==> src/rtl/kes_ibm.sv <==
// Key-equation solver: inversionless Berlekamp-Massey over GF(16).
// Takes S0..S3 and produces the error-locator polynomial for the Chien stage.
module kes_ibm (
  input  logic            clk,
  input  logic            rst,
  input  logic            in_valid,
  output logic            in_ready,
  input  logic [3:0][3:0] syndrome,
  output logic            out_valid,
  input  logic            out_ready,
  output logic [2:0][3:0] lambda,
  output logic [1:0]      deg,
  output logic            uncorrectable
);

  typedef enum logic [1:0] {
    IDLE,
    ITER,
    DONE
  } state_t;

  // GF(2^4) multiply, reduced by x^4+x+1
  function automatic logic [3:0] gf_mul(
    input logic [3:0] x,
    input logic [3:0] y
  );
    logic [6:0] p;
    p = '0;
    for (int i = 0; i < 4; i++)
      if (y[i]) p ^= 7'(x) << i;
    for (int k = 6; k >= 4; k--)
      if (p[k]) p ^= 7'h13 << (k - 4);
    return p[3:0];
  endfunction

  state_t          state;
  logic [1:0]      r;
  logic [3:0][3:0] syn;
  logic [3:0][3:0] lam;
  logic [3:0][3:0] b;
  logic [3:0]      gam;
  logic [2:0]      l;

  logic [3:0]      delta;
  logic [3:0][3:0] b_sh;
  logic [3:0][3:0] lam_n;
  logic [3:0][3:0] b_n;
  logic [3:0]      gam_n;
  logic [2:0]      l_n;
  logic            upd;
  logic [2:0]      adeg;
  logic            unc_n;
  logic [1:0]      deg_n;

  always_comb begin
    delta = gf_mul(lam[0], syn[r]);
    if (r >= 2'd1)
      delta ^= gf_mul(lam[1], syn[r - 2'd1]);
    if (r >= 2'd2)
      delta ^= gf_mul(lam[2], syn[r - 2'd2]);

    // x*B, dropping the x^4 term
    b_sh = {b[2:0], 4'h0};
    for (int i = 0; i < 4; i++)
      lam_n[i] = gf_mul(gam, lam[i])
               ^ gf_mul(delta, b_sh[i]);

    upd   = (delta != 4'h0) &&
            ({l, 1'b0} <= {2'b00, r});
    b_n   = upd ? lam : b_sh;
    gam_n = upd ? delta : gam;
    l_n   = upd ? ({1'b0, r} + 3'd1 - l) : l;

    adeg = 3'd0;
    for (int i = 1; i < 4; i++)
      if (lam_n[i] != 4'h0) adeg = 3'(i);

    unc_n = (l_n > 3'd2) ||
            (lam_n[3] != 4'h0) ||
            (adeg != l_n);
    deg_n = (l_n > 3'd3) ? 2'd3 : l_n[1:0];
  end

  always_ff @(posedge clk or posedge rst) begin
    if (rst) begin
      state         <= IDLE;
      in_ready      <= 1'b1;
      out_valid     <= 1'b0;
      r             <= 2'd0;
      syn           <= '0;
      lam           <= 16'h0001;
      b             <= 16'h0001;
      gam           <= 4'h1;
      l             <= 3'd0;
      lambda        <= 12'h001;
      deg           <= 2'd0;
      uncorrectable <= 1'b0;
    end else begin
      case (state)
        IDLE: begin
          if (in_valid) begin
            syn      <= syndrome;
            r        <= 2'd0;
            lam      <= 16'h0001;
            b        <= 16'h0001;
            gam      <= 4'h1;
            l        <= 3'd0;
            in_ready <= 1'b0;
            state    <= ITER;
          end
        end
        ITER: begin
          lam <= lam_n;
          b   <= b_n;
          gam <= gam_n;
          l   <= l_n;
          r   <= r + 2'd1;
          if (r == 2'd3) begin
            lambda        <= lam_n[2:0];
            deg           <= deg_n;
            uncorrectable <= unc_n;
            out_valid     <= 1'b1;
            state         <= DONE;
          end
        end
        DONE: begin
          if (out_ready) begin
            out_valid <= 1'b0;
            in_ready  <= 1'b1;
            state     <= IDLE;
          end
        end
        default: state <= IDLE;
      endcase
    end
  end

endmodule

==> config.mk <==
export PLATFORM = sky130hd
export DESIGN_NAME = kes_ibm
export DESIGN_NICKNAME = d
export VERILOG_FILES = /design/src/rtl/kes_ibm.sv
export SDC_FILE = /design/constraint.sdc
export NUM_CORES = 1
export LEC_CHECK = 0
export ABC_AREA = 1
export BUFFER_PORTS_ARGS = -buffer_cell sky130_fd_sc_hd__buf_2
export CAP_MARGIN = 30
export CELL_PAD_IN_SITES_DETAIL_PLACEMENT = 0
export CELL_PAD_IN_SITES_GLOBAL_PLACEMENT = 1
export CORE_MARGIN = 2
export CORE_UTILIZATION = 40
export DETAILED_ROUTE_END_ITERATION = 7
export GPL_TIMING_DRIVEN = 1
export PLACE_DENSITY_LB_ADDON = 0.3
export SYNTH_ARGS = -nofsm -noshare
export SYNTH_HDL_FRONTEND = slang
export SYNTH_SLANG_ARGS = --single-unit
==> constraint.sdc <==
create_clock -name clk -period 3.5 [get_ports clk]
set_input_delay 0.175 -clock clk [delete_from_list [all_inputs] [get_ports clk]]
set_output_delay 0.175 -clock clk [all_outputs]
set_load 0.1 [all_outputs]
==> results of run 1 <==
==> routing by layer <==
metal / share of wire (%) / up-vias
li1: - / 3750
met1: 46 / 3243
met2: 46 / 170
met3: 5.4 / 33
met4: 2.7 / 0
met5: 0 / -
==> cell usage in the layout (no fill, tap or decap), types with 23 or more instances in the layout <==
| master | Yosys | layout |
|---|---|---|
| nand2_1 | 483 | 448 |
| nand3_1 | 118 | 107 |
| inv_1 | 107 | 104 |
| dfrtp_1 | 67 | 67 |
| buf_4 | 2 | 64 |
| nor2_1 | 59 | 55 |
| nand2_2 | 20 | 51 |
| xnor2_1 | 39 | 38 |
| buf_2 | 3 | 36 |
| o21ai_0 | 33 | 31 |
| xor2_1 | 29 | 27 |
| nand3_2 | 24 | 27 |
| inv_2 | 21 | 23 |
| o22ai_1 | 23 | 23 |
==> synthesized netlist by cell type (all sizes together) <==
library cell,instances,area (µm²)
a211oi,1,7.51
a21boi,1,7.51
a21oi,7,35.0
a22o,1,8.76
a22oi,1,7.51
a31oi,1,6.26
buf,14,125
clkbuf,27,101
clkinv,1,3.75
dfrtp,67,1680
dfstp,5,131
ha,7,87.6
inv,131,499
nand2,507,1980
nand3,148,936
nand3b,16,145
nand4,2,12.5
nor2,66,270
o21ai,42,221
o21bai,3,22.5
o22a,2,17.5
o22ai,23,144
or2,2,12.5
xnor2,40,358
xor2,29,254
==> how the worst max path moves through the flow <==
stage	startpoint	end
final	r[0]	uncorrectable
after global routing	r[0]	uncorrectable
after CTS	r[0]	uncorrectable
after detailed placement	r[0]	uncorrectable
after global placement	r[0]	uncorrectable
after floorplan	r[0]	uncorrectable
==> per-stage QoR <==
stage	hold slack [ns]	cell area (µm²)	setup TNS (ns)	util (%)	worst slack, ns
floorplan	0.282	7070	0	-	0.160
global placement	0.261	7870	-0.139	45.5	-0.133
detailed placement	0.265	7870	-0.307	45.5	-0.190
CTS	0.00604	8260	0	47.8	0.00314
global route	0.00290	8600	-0.352	49.7	-0.260
finish	0.0130	8600	0	49.7	0.0227
==> layout make-up <==
class / instances / area [µm²]
Multi-Input combinational cell: 901 / 4870
Timing Repair Buffer: 113 / 836
Clock inverter: 6 / 67.6
Tap cell: 225 / 282
Clock buffer: 10 / 229
Fill cell: 1806 / 8700
Sequential cell: 72 / 1810
Inverter: 132 / 508
==> sequential cells by signal, indices dropped and copies added (netlist names) <==
name and flops:
lam 16, lambda 12, gam 4, deg 2, b 12, r 2
uncorrectable 1, state 2, in_ready 1, syn 16, out_valid 1, l 3
==> kinds of logic (layout without fill, tap and decap cells) <==
kind of cell	Yosys count	after routing	share of synthesized area (%)
flops	72	72	25.6
fa+ha+maj	7	7	1.24
compound gates	82	82	6.76
xor+xnor	69	69	8.65
buf+inv	173	261	10.3
simple gates	741	743	47.5
==> worst register-to-register path, delay by kind of cell, from the launching register on <==
| kind | cells | cell delay [ns] |
|---|---|---|
| fa+ha+maj | 1 | 0.31 |
| flops | 1 | 0.43 |
| buf+inv | 4 | 0.38 |
| compound gates | 1 | 0.16 |
| simple gates | 23 | 2.09 |
==> what timing repair did <==
item	in CTS	in global routing
setup endpoints to repair	9	24
resized for setup	19	75
pin swaps	5	22
setup buffers	0	5
endpoints found under the hold margin	24	0
hold buffers	1	0
gates cloned	1	1
==> results_dict.tcl, run 1 <==
set metrics [dict create \
    status "completed" \
    synth_area_mm2 0.00707 \
    htreeDepth 3 \
    crit_cells 29 \
    core-area_mm2 0.0173 \
    area_growth_pct 21.5 \
    firstDrtPassIters 4 \
    route.detailed.drc 0 \
    tritoncts "done" \
    gr-max-usage-layer "met2" \
    cts_root_buf "clkbuf_16" \
    rsz0062_at_grt "true" \
    first_global_vias 6423 \
    drive_gt1_share_pct 23.2 \
    io_buffer_count 36 \
    rows 48 \
    track_usage_pct 23.0 \
    met3_usage_pct 5.19 \
    dp_hpwl_um 16200 \
    pin_count 37 \
    clock_path_buffers 2 \
    post-place-cells 1435 \
    overflow 0 \
    crit_top_cell "nand2_1" \
    timing.slew.headroom_pct 50.6 \
    ys.warnings.count 0 \
    initial_core_util_pct 40.9 \
    hold_depth 3 \
    dieHeight_um 137 \
    ant_nets 0 \
    worst_slew_pin_slew_ns 0.740 \
    crit_path_start_kind "flip-flop" \
    syn_inst 1144 \
    maxCapViolations 0 \
    r2r-end "uncorrectable" \
    gp_congestion 0.944 \
    antenna_found_initial 0 \
    crit_path_end_kind "flip-flop" \
    final_nets 1256 \
    routed-via-count 7196 \
    slowest_stage "dfrtp_1" \
    min_period_ns 3.48 \
    required_ns 3.75 \
    antenna_cells 0 \
    hold_path.class "in -> reg" \
    drv_slew 0 \
    cpPeakStageDelay_ns 0.43 \
    worstRegToRegCells 29 \
    r2r-start "r[0]" \
    period_share_pct 99.4 \
    whs_endpoint "syn[7]" \
    ys_seq_elements 72 \
    finalClockSkew_ns 0.00790 \
    synth_nets 1171 \
    cp_max_fo 5 \
    clock.fmax_ghz 0.288 \
    fp.dieW_um 137 \
    critPathArrivalTime_ns 3.73 \
    wire_per_inst_um 14.3 \
    r2r_slack_ns 0.02 \
    hold_start "syndrome[7]" \
    worst-path-buf-inv 4 \
    use_met2_pct 37.1 \
    clock_latency_ns 0.35 \
    final_cells 1459 \
    ys_seq_area_share_pct 25.6 \
    totalWireLength_um 20900 \
    grtUsageMet1_pct 30.5 \
    clk_pin_slew_ns 0.06 \
    grt_pass1_wl_um 33300 \
    vias_per_cell 4.93 \
    clock_sinks 72 \
    critical_path.top_delay_family "simple AND/OR/NAND/NOR gates" \
    dieArea_mm2 0.0188 \
    setup_viol_count_final 0 \
    hold_viol 0 \
    avgSynthCellArea_um2 6.18 \
    cts_buffers 9 \
    grt_max_degree 46 \
    worstSetupPathType "reg -> reg" \
    synthDistinctLibCells 42 \
    drt_iter0_drc 415 \
]
Power of run 1 is not shown: default switching activity piles up to over one toggle a cycle in this logic, so the estimate is an artifact.
==> run 2: changes to the inputs <==
CORE_UTILIZATION = 41   (was 40)
CTS_BUF_LIST = sky130_fd_sc_hd__clkbuf_4   (was default)
SLEW_MARGIN = 20   (was default)
==> results_dict.tcl, run 2 (synthesis gave the netlist of run 1 again) <==
set metrics [dict create \
    status "completed" \
    final_nets 1294 \
    hold_viol 0 \
    rsz0062_at_grt "true" \
    worst_slew_pin_slew_ns 0.495 \
    totalWireLength_um 21000 \
    utilization_pct 52.4 \
    dpl_worst_slack_ns -0.201 \
    rows 48 \
    place_area_mm2 0.00800 \
    nFillCells 1751 \
    cp_max_fo 5 \
    multi_input_area_mm2 0.00497 \
    clk_pin_slew_ns 0.12 \
    wire_per_inst_um 14.1 \
    setup_viol_count_final 0 \
    fin_setup_tns_ns 0 \
    dieHeight_um 135 \
    critPathArrivalTime_ns 3.84 \
    vias_per_cell 4.90 \
    most-common-layout-cells "430 x nand2_1, 104 x inv_1, 99 x nand3_1" \
    cpPeakStageDelay_ns 0.44 \
    core-area_mm2 0.0171 \
    dieArea_mm2 0.0183 \
    drv_slew 0 \
    area_growth_pct 26.4 \
    antenna_found_initial 0 \
    clock_path_buffers 2 \
    grt_pass1_wl_um 34000 \
    min_period_ns 3.48 \
    overflow 0 \
    clock_latency_ns 0.44 \
    reg_top3 "lam x16, syn x16" \
    grt_max_degree 41 \
    slowest_stage "dfrtp_1" \
    hold_path.class "in -> async" \
    firstDrtPassIters 5 \
    first_global_vias 6788 \
    track_usage_pct 23.6 \
    postLayoutSetupSlackWorst_ns 0.0175 \
    initial_core_util_pct 41.5 \
    worstSetupPathType "reg -> reg" \
    fp.dieW_um 135 \
    io_buffer_count 36 \
    finalClockSkew_ns 0.00786 \
    antenna_cells 0 \
    drt_iter0_drc 409 \
    crit_top_cell "nand2_1" \
    gp_congestion 0.911 \
    route.detailed.drc 0 \
    htreeDepth 3 \
    dp_hpwl_um 16400 \
    ant_nets 0 \
    routed-via-count 7337 \
    cts_buffers 9 \
    tritoncts "done" \
    drive_gt1_share_pct 26.8 \
    final_common_cell "nand2_1" \
    required_ns 3.85 \
    crit_path_end_kind "flip-flop" \
    timing.slew.headroom_pct 67.2 \
    pin_count 37 \
    period_share_pct 99.5 \
    cts_root_buf "clkbuf_4" \
    crit_path_start_kind "flip-flop" \
    ff_latch_area_mm2 0.00181 \
    clock_sinks 72 \
    clock.fmax_ghz 0.287 \
    final_cell_area_mm2 0.00894 \
    maxCapViolations 0 \
]
## run 2: final cells by class
class,instances,area share [%]
clock buffers,11,0.924
clock inverters,5,0.896
inverters,132,5.74
multi-input cells,899,55.6
flip-flops and latches,72,20.2
well taps,225,3.15
repair buffers,153,13.5
## run 2: repair_timing
| item | in CTS | in global routing |
|---|---|---|
| setup buffers | 1 | 7 |
| gates cloned | 0 | 1 |
| endpoints found under the setup margin | 1 | 11 |
| pin swaps | 1 | 39 |
| hold buffers | 18 | 0 |
| hold endpoints to repair | 51 | 0 |
| gates resized for setup | 19 | 116 |
## run 2: worst paths after layout
kind,startpoint,end,slack (ns),cells past startpoint
min reg2reg,in_ready,in_ready,0.47,2
max reg2reg,r[0],uncorrectable,0.02,29
max,r[0],uncorrectable,0.02,29
min in group clk,in_valid,in_ready,0.20,5
min,rst,out_valid,0.18,3
max in group asynchronous,rst,gam[1],2.55,5
## run 2: critical path, delay by kind of cell, from the launching register on
| family | cells | cell delay [ns] |
|---|---|---|
| AND/OR/NAND/NOR | 21 | 1.91 |
| buffers and inverters | 6 | 0.48 |
| AO/OA/AOI/OAI | 1 | 0.19 |
| adder cells (fa/ha/maj) | 1 | 0.36 |
| flip-flops | 1 | 0.44 |
## run 2: metrics by stage
step	hold WS, ns	instances
floorplan	0.282	1144
global placement	0.368	1454
detailed placement	0.373	1454
CTS	0.175	1488
global route	0.162	1497
finish	0.178	1497
## run 2: per-layer routing
metal  vias up  global-route usage, %  wire (µm)
met2       153                   38.8       9730
met5         -                      0          0
met1      3309                   31.4       9640
met4         0                   8.68        756
li1       3836                      -          -
met3        39                   3.59        922
Power of run 2 is left out for the same reason.
